==> src/rtl/sfp_ctrl.sv <==
`default_nettype none
// ============================================================================
// Module      : sfp_ctrl
// Description : Sequencer for a single sfp (signed partial-sum) accumulator.
//               One run reads `len` samples from an input buffer starting at
//               `base_addr` (wrapping modulo 2^addr_bw). Each sample is
//               streamed into the sfp with acc=1. Relu is optionally applied,
//               then the sfp output is captured into `result`.
// Revision    : 1.0 - initial release
// ----------------------------------------------------------------------------
// Configuration macro:
//   SFP_CTRL_RELU_EN  defined   -> RELU state present, latency len+3
//                     undefined -> no RELU state, relu_mode ignored,
//                                  sfp_relu tied 0, latency len+2
// ----------------------------------------------------------------------------
// Ports:
//   clk          in   rising-edge clock
//   reset        in   synchronous active-high reset
//   start        in   request one run (sampled only in IDLE)
//   base_addr    in   first buffer address of the run        [addr_bw]
//   len          in   number of samples to accumulate (0..15) [4]
//   relu_mode    in   apply relu at end of run
//   mem_rd       out  buffer read strobe
//   mem_addr     out  buffer read address                    [addr_bw]
//   mem_data     in   signed read data, valid cycle after rd [bw]
//   sfp_clr      out  clear sfp partial sum (also high during reset)
//   sfp_in       out  sample to sfp, 0 whenever sfp_acc=0    [bw]
//   sfp_acc      out  sfp accumulate enable
//   sfp_relu     out  sfp relu enable
//   sfp_out      in   registered sfp output                  [psum_bw]
//   result       out  captured run result                    [psum_bw]
//   result_valid out  1-cycle pulse when result updated by a run
//   done         out  1-cycle pulse at end of every accepted start
//   busy         out  high in every state except IDLE
// ============================================================================
module sfp_ctrl #(
    parameter int bw      = 4,
    parameter int psum_bw = 16,
    parameter int addr_bw = 4
) (
    input  logic               clk,
    input  logic               reset,
    input  logic               start,
    input  logic [addr_bw-1:0] base_addr,
    input  logic [3:0]         len,
    input  logic               relu_mode,
    output logic               mem_rd,
    output logic [addr_bw-1:0] mem_addr,
    input  logic [bw-1:0]      mem_data,
    output logic               sfp_clr,
    output logic [bw-1:0]      sfp_in,
    output logic               sfp_acc,
    output logic               sfp_relu,
    input  logic [psum_bw-1:0] sfp_out,
    output logic [psum_bw-1:0] result,
    output logic               result_valid,
    output logic               done,
    output logic               busy
);

    typedef enum logic [2:0] {
        S_IDLE    = 3'd0,
        S_CLEAR   = 3'd1,
        S_ACC     = 3'd2,
`ifdef SFP_CTRL_RELU_EN
        S_RELU    = 3'd3,
`endif
        S_CAPTURE = 3'd4,
        S_DONE    = 3'd5
    } state_t;

    state_t               state_q, state_d;
    logic [addr_bw-1:0]   base_q;
    logic [3:0]           len_q;
    // Index of the sample being accumulated in ACC (1..len); 0 in CLEAR so
    // that base_q + cnt_q is also the CLEAR-cycle read address.
    logic [3:0]           cnt_q, cnt_d;
    logic [psum_bw-1:0]   result_q;
    logic                 w_load;
    logic                 w_capture;

`ifdef SFP_CTRL_RELU_EN
    logic                 relu_q;
`else
    // relu_mode has no function in this build; the name marks it as
    // intentionally unconsumed.
    logic                 w_unused_relu_mode;
    assign w_unused_relu_mode = relu_mode;
`endif

    // ------------------------------------------------------------------
    // Next-state and output decode
    // ------------------------------------------------------------------
    always_comb begin
        state_d      = state_q;
        cnt_d        = cnt_q;
        w_load       = 1'b0;
        w_capture    = 1'b0;
        mem_rd       = 1'b0;
        mem_addr     = '0;
        // The sfp partial sum is held clear for as long as reset is high,
        // independent of the state register.
        sfp_clr      = reset;
        sfp_acc      = 1'b0;
        sfp_in       = '0;
        sfp_relu     = 1'b0;
        done         = 1'b0;
        result_valid = 1'b0;
        busy         = (state_q != S_IDLE);

        case (state_q)
            S_IDLE: begin
                if (start) begin
                    w_load = 1'b1;
                    cnt_d  = 4'd0;
                    // An empty run skips the datapath entirely but still
                    // reports completion.
                    state_d = (len == 4'd0) ? S_DONE : S_CLEAR;
                end
            end

            S_CLEAR: begin
                sfp_clr  = 1'b1;
                mem_rd   = 1'b1;
                mem_addr = base_q;
                cnt_d    = 4'd1;
                state_d  = S_ACC;
            end

            S_ACC: begin
                // mem_data carries the sample read on the previous cycle
                // (address base+cnt-1); prefetch the next one meanwhile.
                sfp_acc = 1'b1;
                sfp_in  = mem_data;
                if (cnt_q < len_q) begin
                    mem_rd   = 1'b1;
                    mem_addr = base_q + addr_bw'(cnt_q);
                end
                if (cnt_q == len_q) begin
`ifdef SFP_CTRL_RELU_EN
                    state_d = S_RELU;
`else
                    state_d = S_CAPTURE;
`endif
                end else begin
                    cnt_d = cnt_q + 4'd1;
                end
            end

`ifdef SFP_CTRL_RELU_EN
            S_RELU: begin
                sfp_relu = relu_q;
                state_d  = S_CAPTURE;
            end
`endif

            S_CAPTURE: begin
                // sfp_out already reflects the last acc/relu update.
                w_capture = 1'b1;
                state_d   = S_DONE;
            end

            S_DONE: begin
                done         = 1'b1;
                result_valid = (len_q != 4'd0);
                state_d      = S_IDLE;
            end

            default: begin
                state_d = S_IDLE;
            end
        endcase
    end

    // ------------------------------------------------------------------
    // State and run-context registers
    // ------------------------------------------------------------------
    always_ff @(posedge clk) begin
        if (reset) begin
            state_q  <= S_IDLE;
            base_q   <= '0;
            len_q    <= '0;
            cnt_q    <= '0;
            result_q <= '0;
`ifdef SFP_CTRL_RELU_EN
            relu_q   <= 1'b0;
`endif
        end else begin
            state_q <= state_d;
            cnt_q   <= cnt_d;
            // Run parameters are frozen at acceptance so the caller may
            // change the inputs freely while the run is in flight.
            if (w_load) begin
                base_q <= base_addr;
                len_q  <= len;
`ifdef SFP_CTRL_RELU_EN
                relu_q <= relu_mode;
`endif
            end
            if (w_capture) begin
                result_q <= sfp_out;
            end
        end
    end

    assign result = result_q;

endmodule
`default_nettype wire
==> config.mk <==
export PLATFORM = sky130hd
export DESIGN_NAME = sfp_ctrl
export DESIGN_NICKNAME = d
export VERILOG_FILES = /design/src/rtl/sfp_ctrl.sv
export SDC_FILE = /design/constraint.sdc
export NUM_CORES = 1
export LEC_CHECK = 0
export CAP_MARGIN = 0
export CORE_MARGIN = 10
export CORE_UTILIZATION = 40
export CTS_CLUSTER_DIAMETER = 50
export CTS_CLUSTER_SIZE = 16
export DETAILED_ROUTE_END_ITERATION = 8
export PLACE_DENSITY = 0.76
export SETUP_SLACK_MARGIN = 0.05
export SYNTH_ARGS = -nofsm -noshare
export SYNTH_HDL_FRONTEND = slang
export SYNTH_SLANG_ARGS = --single-unit
==> constraint.sdc <==
create_clock -name clk -period 2.4 [get_ports clk]
set_input_delay 0.48 -clock clk [delete_from_list [all_inputs] [get_ports clk]]
set_output_delay 0.48 -clock clk [all_outputs]
set_load 0.02 [all_outputs]
======== Word-level counts from Yosys, hierarchy flattened ========
Index checks and enable logic that the tools add are counted.
W data, S select, Z words.
operators by class
  add/sub/neg operators ................... 2
  magnitude comparators ................... 1
  eq/ne operators ......................... 8
  muxes and demuxes ....................... 19
  reduce and logical (&&, ||, !) cells .... 7
operators with widths
  operator               count
  $mux W4                4
  $pmux W3 S4            1
  $pmux W4 S3            1
  $mux W3                3
  $mux W1                8
  $pmux W4 S2            1
  $eq A3 B3 Y1 const B   2
  $ne A2 B2 Y1 const B   3
  $reduce_bool A3 Y1     2
  $add A4 B1 Y4 const B  1
  $add A4 B4 Y4          1
  $eq A4 B4 Y1           1
  $logic_not A4 Y1       1
  $lt A4 B4 Y1           1
  $reduce_bool A4 Y1     1
  $eq A3 B1 Y1 const B   1
  $eq A3 B2 Y1 const B   1
  $logic_not A3 Y1       1
  $reduce_and A3 Y1      1
  $pmux W1 S2            1
  $reduce_and A2 Y1      1
storage, ports and cells
  register bits after elaboration ......... 31
  input port bits ......................... 32
  output and inout bits ................... 31
  word-level logic and storage cells ...... 42

======== Logic depth before layout (Yosys ltp) ========
Gate-level depths: netlist of run 1.
  word-level depth ........................ 4
  mapped depth ............................ 6
  mapped depth without buffers ............ 6

======== Worst setup path before layout of run 1 ========
OpenSTA, ideal clock, no wires.
  path kind ............................... register to output
  start ................................... register cnt_q[1]
  end ..................................... output port mem_addr[3]
  arrival ................................. 1.595 ns
  data required time ...................... 1.920 ns
  path slack .............................. 0.325 ns
  stages on the path, launching flop included .. 6
  buffers on the path ..................... 0
  cell sequence ........................... dfxtp_1 > ha_1 > nor2b_1 > o31ai_1 > o211ai_1 > a31oi_1
on the way
  word-level cells in the longest chain between the ends .. 3
  elaborated cells between the ends (all ways) .. 4
RTL lines
  what                                           RTL line  RTL
  start: declaration                             77        logic [3:0] cnt_q, cnt_d;
  start signal: assignment                       190       cnt_q <= cnt_d;
  $add A4 B4 Y4 or $lt A4 B4 Y1 (tied branches)  137, 135
  $mux W4 (*)                                    135       if (cnt_q < len_q) begin
  $pmux W4 S2 (*)                                111       case (state_q)
  end: declaration                               48        output logic [addr_bw-1:0] mem_addr,
Every way passes the cells marked *; elsewhere a longest branch is shown, timed or not.

======== Worst setup path after layout of run 1 ========
  start ................................... register base_q[2]
  end ..................................... output port mem_addr[3]
on the way
  word-level cells in the longest chain between the ends .. 3
RTL lines
  what                      RTL line  RTL
  start: declaration        73        logic [addr_bw-1:0] base_q;
  start signal: assignment  194       base_q <= base_addr;
  $add A4 B4 Y4             137       mem_addr = base_q + addr_bw'(cnt_q);
  $mux W4                   135
  $pmux W4 S2               111
Every way passes these cells.

==> metrics, run 1 <==
status=completed; fin. max-slew vios=0; M2 GR Usage=0.2162; Routed Antenna Nets=0; Post-Synth Simple-Gate Area=0.2757; Total GRT Usage=0.1390; Setup WS pre-CTS=-0.1344 ns; Synth Warn #=0; crit-path max FO=5; area delta synth->final=57.48%; crit path from=base_q[2]; Critical Path AT=1.86 ns; first-pass GRT wire length=7.369 mm; Cell Count, Final, Fillers Out=327; clock slew at reported path FFs=0.06 ns; Final Wtd Congestion=0.8060; max-cap violation count=0; Crit. End Element=output pin; CP Class=register to output pin; endpoints failing hold=0; Post-synth EDFFs=0; Hold Path Class=register to register; wire per inst=roughly 15 µm; asr flop ratio synth=0; Yosys top cell by area=dfxtp_1; die area=6758 µm²; most common cell in the netlist=nand2_1; Die W=82.21 µm; sequential area share after synthesis=0.4010; LEAKAGE=1.024 nW; via/cell ratio=5.116; vias in the first global route=approximately 1.6k; CTS tree=done; number of synthesized register bits=31; met1 GRT Util=0.1705; layout net count=319; Psw=0.0003688 W; clock sink count=31; grt ovf=0; final period utilization=0.9760; Worst Setup Start Kind=register; hold buffer count at CTS=0; Finish-stage setup viols=0; FP Rows=22; dominant cells by area after synthesis=dfxtp_1, nand2_1, a21oi_1; largest net degree at the start of global routing=32; TritonRoute pass-1 iters=4; Comb power frac=0.240; H-tree Lvls=2; xor/xnor share of the synthesized area=0.005659; Port Buf Inserts=60; # diodes=0; distinct cell type count after synthesis=40; top post-synthesis cells by count=nand2_1, dfxtp_1, a21oi_1; CTS buffer count=5; Top FF cell, synth=dfxtp_1; mux cell area share after synthesis=0; worst endpoint required time=1.92 ns; Post-route DRC=0; sequential share of power=0.441; maximum clock insertion buffer count=2; cell count after synthesis=between 200 and 250; layout cells sized above 1=0.1720; RSZ-0062 raised after global routing=yes; met3 Use GR=0.04320; r2r startpoint=len_q[3]; Mean Syn Cell Area=7.700 µm²; setup skew after layout=0.008205 ns; min cycle time layout=2.342 ns; top-area cell type share of the netlist area=0.4010; CTS root buffer=clkbuf_8; hpwl dp=3.612 mm; io pins=between 60 and 70; largest family of logic cells by synthesized area=simple AND/OR/NAND/NOR gates; Slew HR=0.6478; Int Pwr=0.0008911 W; synthesized area=1548 µm²; HP Start=result[1]; Initial Util=0.4196; initial drt markers=101; Die Y=a little over 80 µm; Clock power frac=0.320; post-synthesis net count=about 240; initial antenna violation count=0; P per Cell Area=516.9 nW/µm²; Setup Buffers After CTS=0; drt total wl=about 4.8 mm; VDD IR max=between 0.3 and 0.4 mV; setup ws final=0.05766 ns; Compound-Gate Fraction of Synth Area=0.1859; core box area=3689 µm²; vias post-DR=roughly 1.7k; worst slew pin tran=0.5270 ns; GRT busiest layer=met2; Max Fclk=0.4269 GHz; later-pin clock latency in the skew report=0.29 ns; Placed Cells=319; Sw Ratio=0.2927; post-synthesis adder-cell area fraction=0.07761
[power by group through the flow]
stage | clock [W] | combinational [W] | sequential (W)
after floorplan | 0 | 0.000138 | 0.000572
after global placement | 0 | 0.000295 | 0.000563
after detailed placement | 0 | 0.000299 | 0.000564
after CTS | 0.000403 | 0.000296 | 0.000553
after global routing | 0.000423 | 0.000332 | 0.000558
final | 0.000403 | 0.000302 | 0.000555
[kinds of logic (layout without fill, tap and decap cells)]
kind of cell | Yosys count | in the layout
compound gates | 49 | 49
xor+xnor | 1 | 1
fa+ha+maj | 9 | 9
buf+inv | 18 | 96
flops | 31 | 31
other cells | 1 | 1
simple gates | 92 | 92
[metal layers]
metal  vias up  share of wire
met5         -              0
met4         0          0.020
met3         9          0.059
met2        49           0.48
met1       781           0.44
li1        834              -
[cells in the final DEF, fill, tap and decap left out, types with 2 or more instances in the layout]
cell type and count:
nand3_1 3, o21ai_0 4, inv_1 7, or3_1 2
nor4_1 2, buf_4 22, clkdlybuf4s50_1 48, a22o_1 3
or2_2 2, clkbuf_8 5, a21oi_1 29, nor3_1 2
a31oi_1 2, dlymetal6s2s_1 3, dfxtp_2 5, ha_4 2
dlygate4sd2_1 4, nand2_1 53, o31ai_1 2, ha_1 6
buf_2 2, and2_1 5, dfxtp_1 26, nor2_1 9
nor2b_1 2
[state kept, by name, indices dropped and copies added, names as in the netlist]
register  cells
result       16
base_q        4
cnt_q         4
len_q         4
state_q       3
[worst paths after layout]
kind / endpoint / slack [ns] / cells past startpoint
worst max-delay path: mem_addr[3] / 0.06 / 6
worst min-delay path: result[1] / 0.45 / 2
worst max register to register: cnt_q[0] / 0.59 / 6
worst min register to register: result[1] / 0.45 / 2
[final cells by class]
type,count,area [µm²]
Clock buffer,6,72.57
Clock inverter,2,12.51
Fill cell,336,1251
Inverter,9,38.79
Multi-Input combinational cell,152,898.4
Sequential cell,31,626.9
Tap cell,48,60.06
Timing Repair Buffer,79,728.2
[worst max-delay path, cell delays in order, from the launching register on]
cell and delay, ns:
dfxtp_1 0.34, ha_1 0.37, a21o_1 0.23, o21ai_1 0.15
a41oi_1 0.16, a31oi_1 0.17, buf_4 0.16
[timing repair]
item | CTS | global route
pin swaps | 0 | 6
gates resized for setup | 30 | 16
hold endpoints to repair | 0 | 0
setup endpoints to repair | 10 | 8
gates cloned | 0 | 0
[stage by stage]
stage                 util  total power [W]  setup TNS [ns]  hold WS (ns)  area, µm²
finish              0.6608         0.001260               0        0.4533       2437
global route        0.6608         0.001313        -0.06522        0.4693       2437
CTS                 0.6438         0.001252               0        0.4542       2375
detailed placement  0.6262        0.0008629         -0.5840        0.4465       2310
global placement    0.6262        0.0008573         -0.5522        0.4412       2310
floorplan                -        0.0007097               0        0.4490       1548
Note: power is estimated with default switching activity, not from simulation.
==> run 2, diff against run 1 <==
--- a/config.mk
+++ b/config.mk
@@ -11,8 +11,9 @@
 export CTS_CLUSTER_DIAMETER = 50
 export CTS_CLUSTER_SIZE = 16
 export DETAILED_ROUTE_END_ITERATION = 8
+export HOLD_SLACK_MARGIN = 0.15
 export PLACE_DENSITY = 0.76
-export SETUP_SLACK_MARGIN = 0.05
+export SKIP_LAST_GASP = 1
 export SYNTH_ARGS = -nofsm -noshare
 export SYNTH_HDL_FRONTEND = slang
 export SYNTH_SLANG_ARGS = --single-unit
==> run 2 against run 1 <==
  * Combinational power barely moved
  * First-iteration DRC count grew 8.9%
  * Sequential cell count unchanged
  * Largest cell class unchanged
  * Largest power group unchanged
==> metrics, run 2 (synthesis results as in run 1) <==
most common cell after layout, fill and taps aside=nand2_1; area delta synth->final=56.75%; Routed Antenna Nets=0; Hold Path Class=register to register; WHS=~0.45 ns; register-to-register setup slack=0.55 ns; status=completed; VDD IR max=between 0.3 and 0.4 mV; CTS buffer count=5; Total GRT Usage=0.1392; HP Start=result[1]; r2r startpoint=cnt_q[0]; sequential share of power=0.441; layout cells sized above 1=0.1685; Slew HR=0.6509; TritonRoute pass-1 iters=4; Crit. End Element=output pin; Clock power frac=0.320; grt ovf=0; Sw Ratio=0.2921; multi-input logic area=898.4 µm²; min cycle time layout=2.323 ns; CP Class=register to output pin; Post-route DRC=0; die area=6758 µm²; core box area=3689 µm²; largest net degree at the start of global routing=32; initial drt markers=110; clock sink count=31; # diodes=0; worst endpoint required time=1.92 ns; via/cell ratio=5.058; max-cap violation count=0; wire per inst=14.51 µm; vias in the first global route=1567; later-pin clock latency in the skew report=0.29 ns; Final Wtd Congestion=0.8060; placed inst area=2310 µm²; final period utilization=0.9680; CTS root buffer=clkbuf_8; Storage cell area=625.6 µm²; clock slew at reported path FFs=about 0.060 ns; RSZ-0062 raised after global routing=yes; drt total wl=4.745 mm; most frequent cells in the layout=nand2_1, clkdlybuf4s50_1, a21oi_1; Finish-stage setup viols=0; Max Fclk=0.4304 GHz; initial antenna violation count=0; maximum clock insertion buffer count=2; Port Buf Inserts=60; max reg flops=16; Setup Buffers After CTS=0; setup skew after layout=0.008534 ns; design area=2426 µm²; FP Rows=22; hold buffer count at CTS=0; hold path cells=2; fillers=338; Worst Setup Start Kind=register; Comb power frac=0.238; R2R cell count=6; crit-path max FO=5; H-tree Lvls=2; Initial Util=0.4196; first-pass GRT wire length=7.383 mm; Worst R2R End=cnt_q[0]; hpwl dp=around 3.6 mm; fin. max-slew vios=0; LEAKAGE=0.9975 nW; total power=~0.0013 W; io pins=63; Critical Path AT=1.84 ns; Die Y=82.21 µm; vias post-DR=1654; Psw=0.0003670 W; setup TNS=0 ns; worst hold endpoint=result[1]; Int Pwr=0.0008892 W; worst slew pin tran=between 0.5 and 0.6 ns; endpoints failing hold=0; CTS tree=done; Die W=82.21 µm; P per Cell Area=517.8 nW/µm²; layout net count=319
## run 2: area by class of cell
class,instances,area share
sequential,31,0.2579
timing repair buffer,79,0.2960
clock inverter,2,0.005157
clock buffer,6,0.02991
multi-input combinational,152,0.3703
tap,48,0.02475
inverter,9,0.01599
## run 2: stage by stage
| stage | utilization | cells | setup slack (ns) |
|---|---|---|---|
| floorplan | - | 201 | 0.3246 |
| global placement | 0.6262 | 319 | -0.1288 |
| detailed placement | 0.6262 | 319 | -0.1344 |
| CTS | 0.6442 | 327 | -0.05050 |
| global route | 0.6577 | 327 | -0.06527 |
| finish | 0.6577 | 327 | 0.07679 |
## run 2: how the worst max path moves through the flow
| stage | cells past startpoint | to | slack, ns | start |
|---|---|---|---|---|
| global route | 6 | mem_addr[3] | -0.07 | base_q[2] |
| detailed placement | 8 | mem_addr[0] | -0.13 | len_q[1] |
| global placement | 8 | mem_addr[0] | -0.13 | len_q[1] |
| floorplan | 5 | mem_addr[3] | 0.32 | cnt_q[1] |
| CTS | 8 | mem_addr[0] | -0.05 | len_q[1] |
| finish | 6 | mem_addr[3] | 0.08 | base_q[2] |
## run 2: worst max-delay path, stage by stage (launching register included)
cell,delay (ns)
dfxtp_1,0.34
ha_1,0.37
a21o_1,0.22
o21ai_1,0.14
a41oi_1,0.15
a31oi_1,0.17
buf_4,0.16
## run 2: layer usage
layer,GRT usage,vias to the layer above,part of all wire
met3,0.04320,7,0.062
met2,0.2162,41,0.48
met4,0.06633,0,0.018
met5,0,-,0
met1,0.1712,768,0.44
li1,-,838,-
## run 2: power by group through the flow
stage	registers, W	logic [W]	clock network, W
2_1_floorplan	0.000572	0.000138	0
3_3_place_gp	0.000563	0.000295	0
3_5_place_dp	0.000564	0.000299	0
4_1_cts	0.000553	0.000296	0.000403
5_1_grt	0.000558	0.000330	0.000423
6_report	0.000555	0.000299	0.000402
## run 2: timing repair
action / 4_1_cts / 5_1_grt
pin swaps: 0 / 5
setup endpoints to repair: 10 / 7
gates resized for setup: 26 / 15
endpoints found under the hold margin: 0 / 0
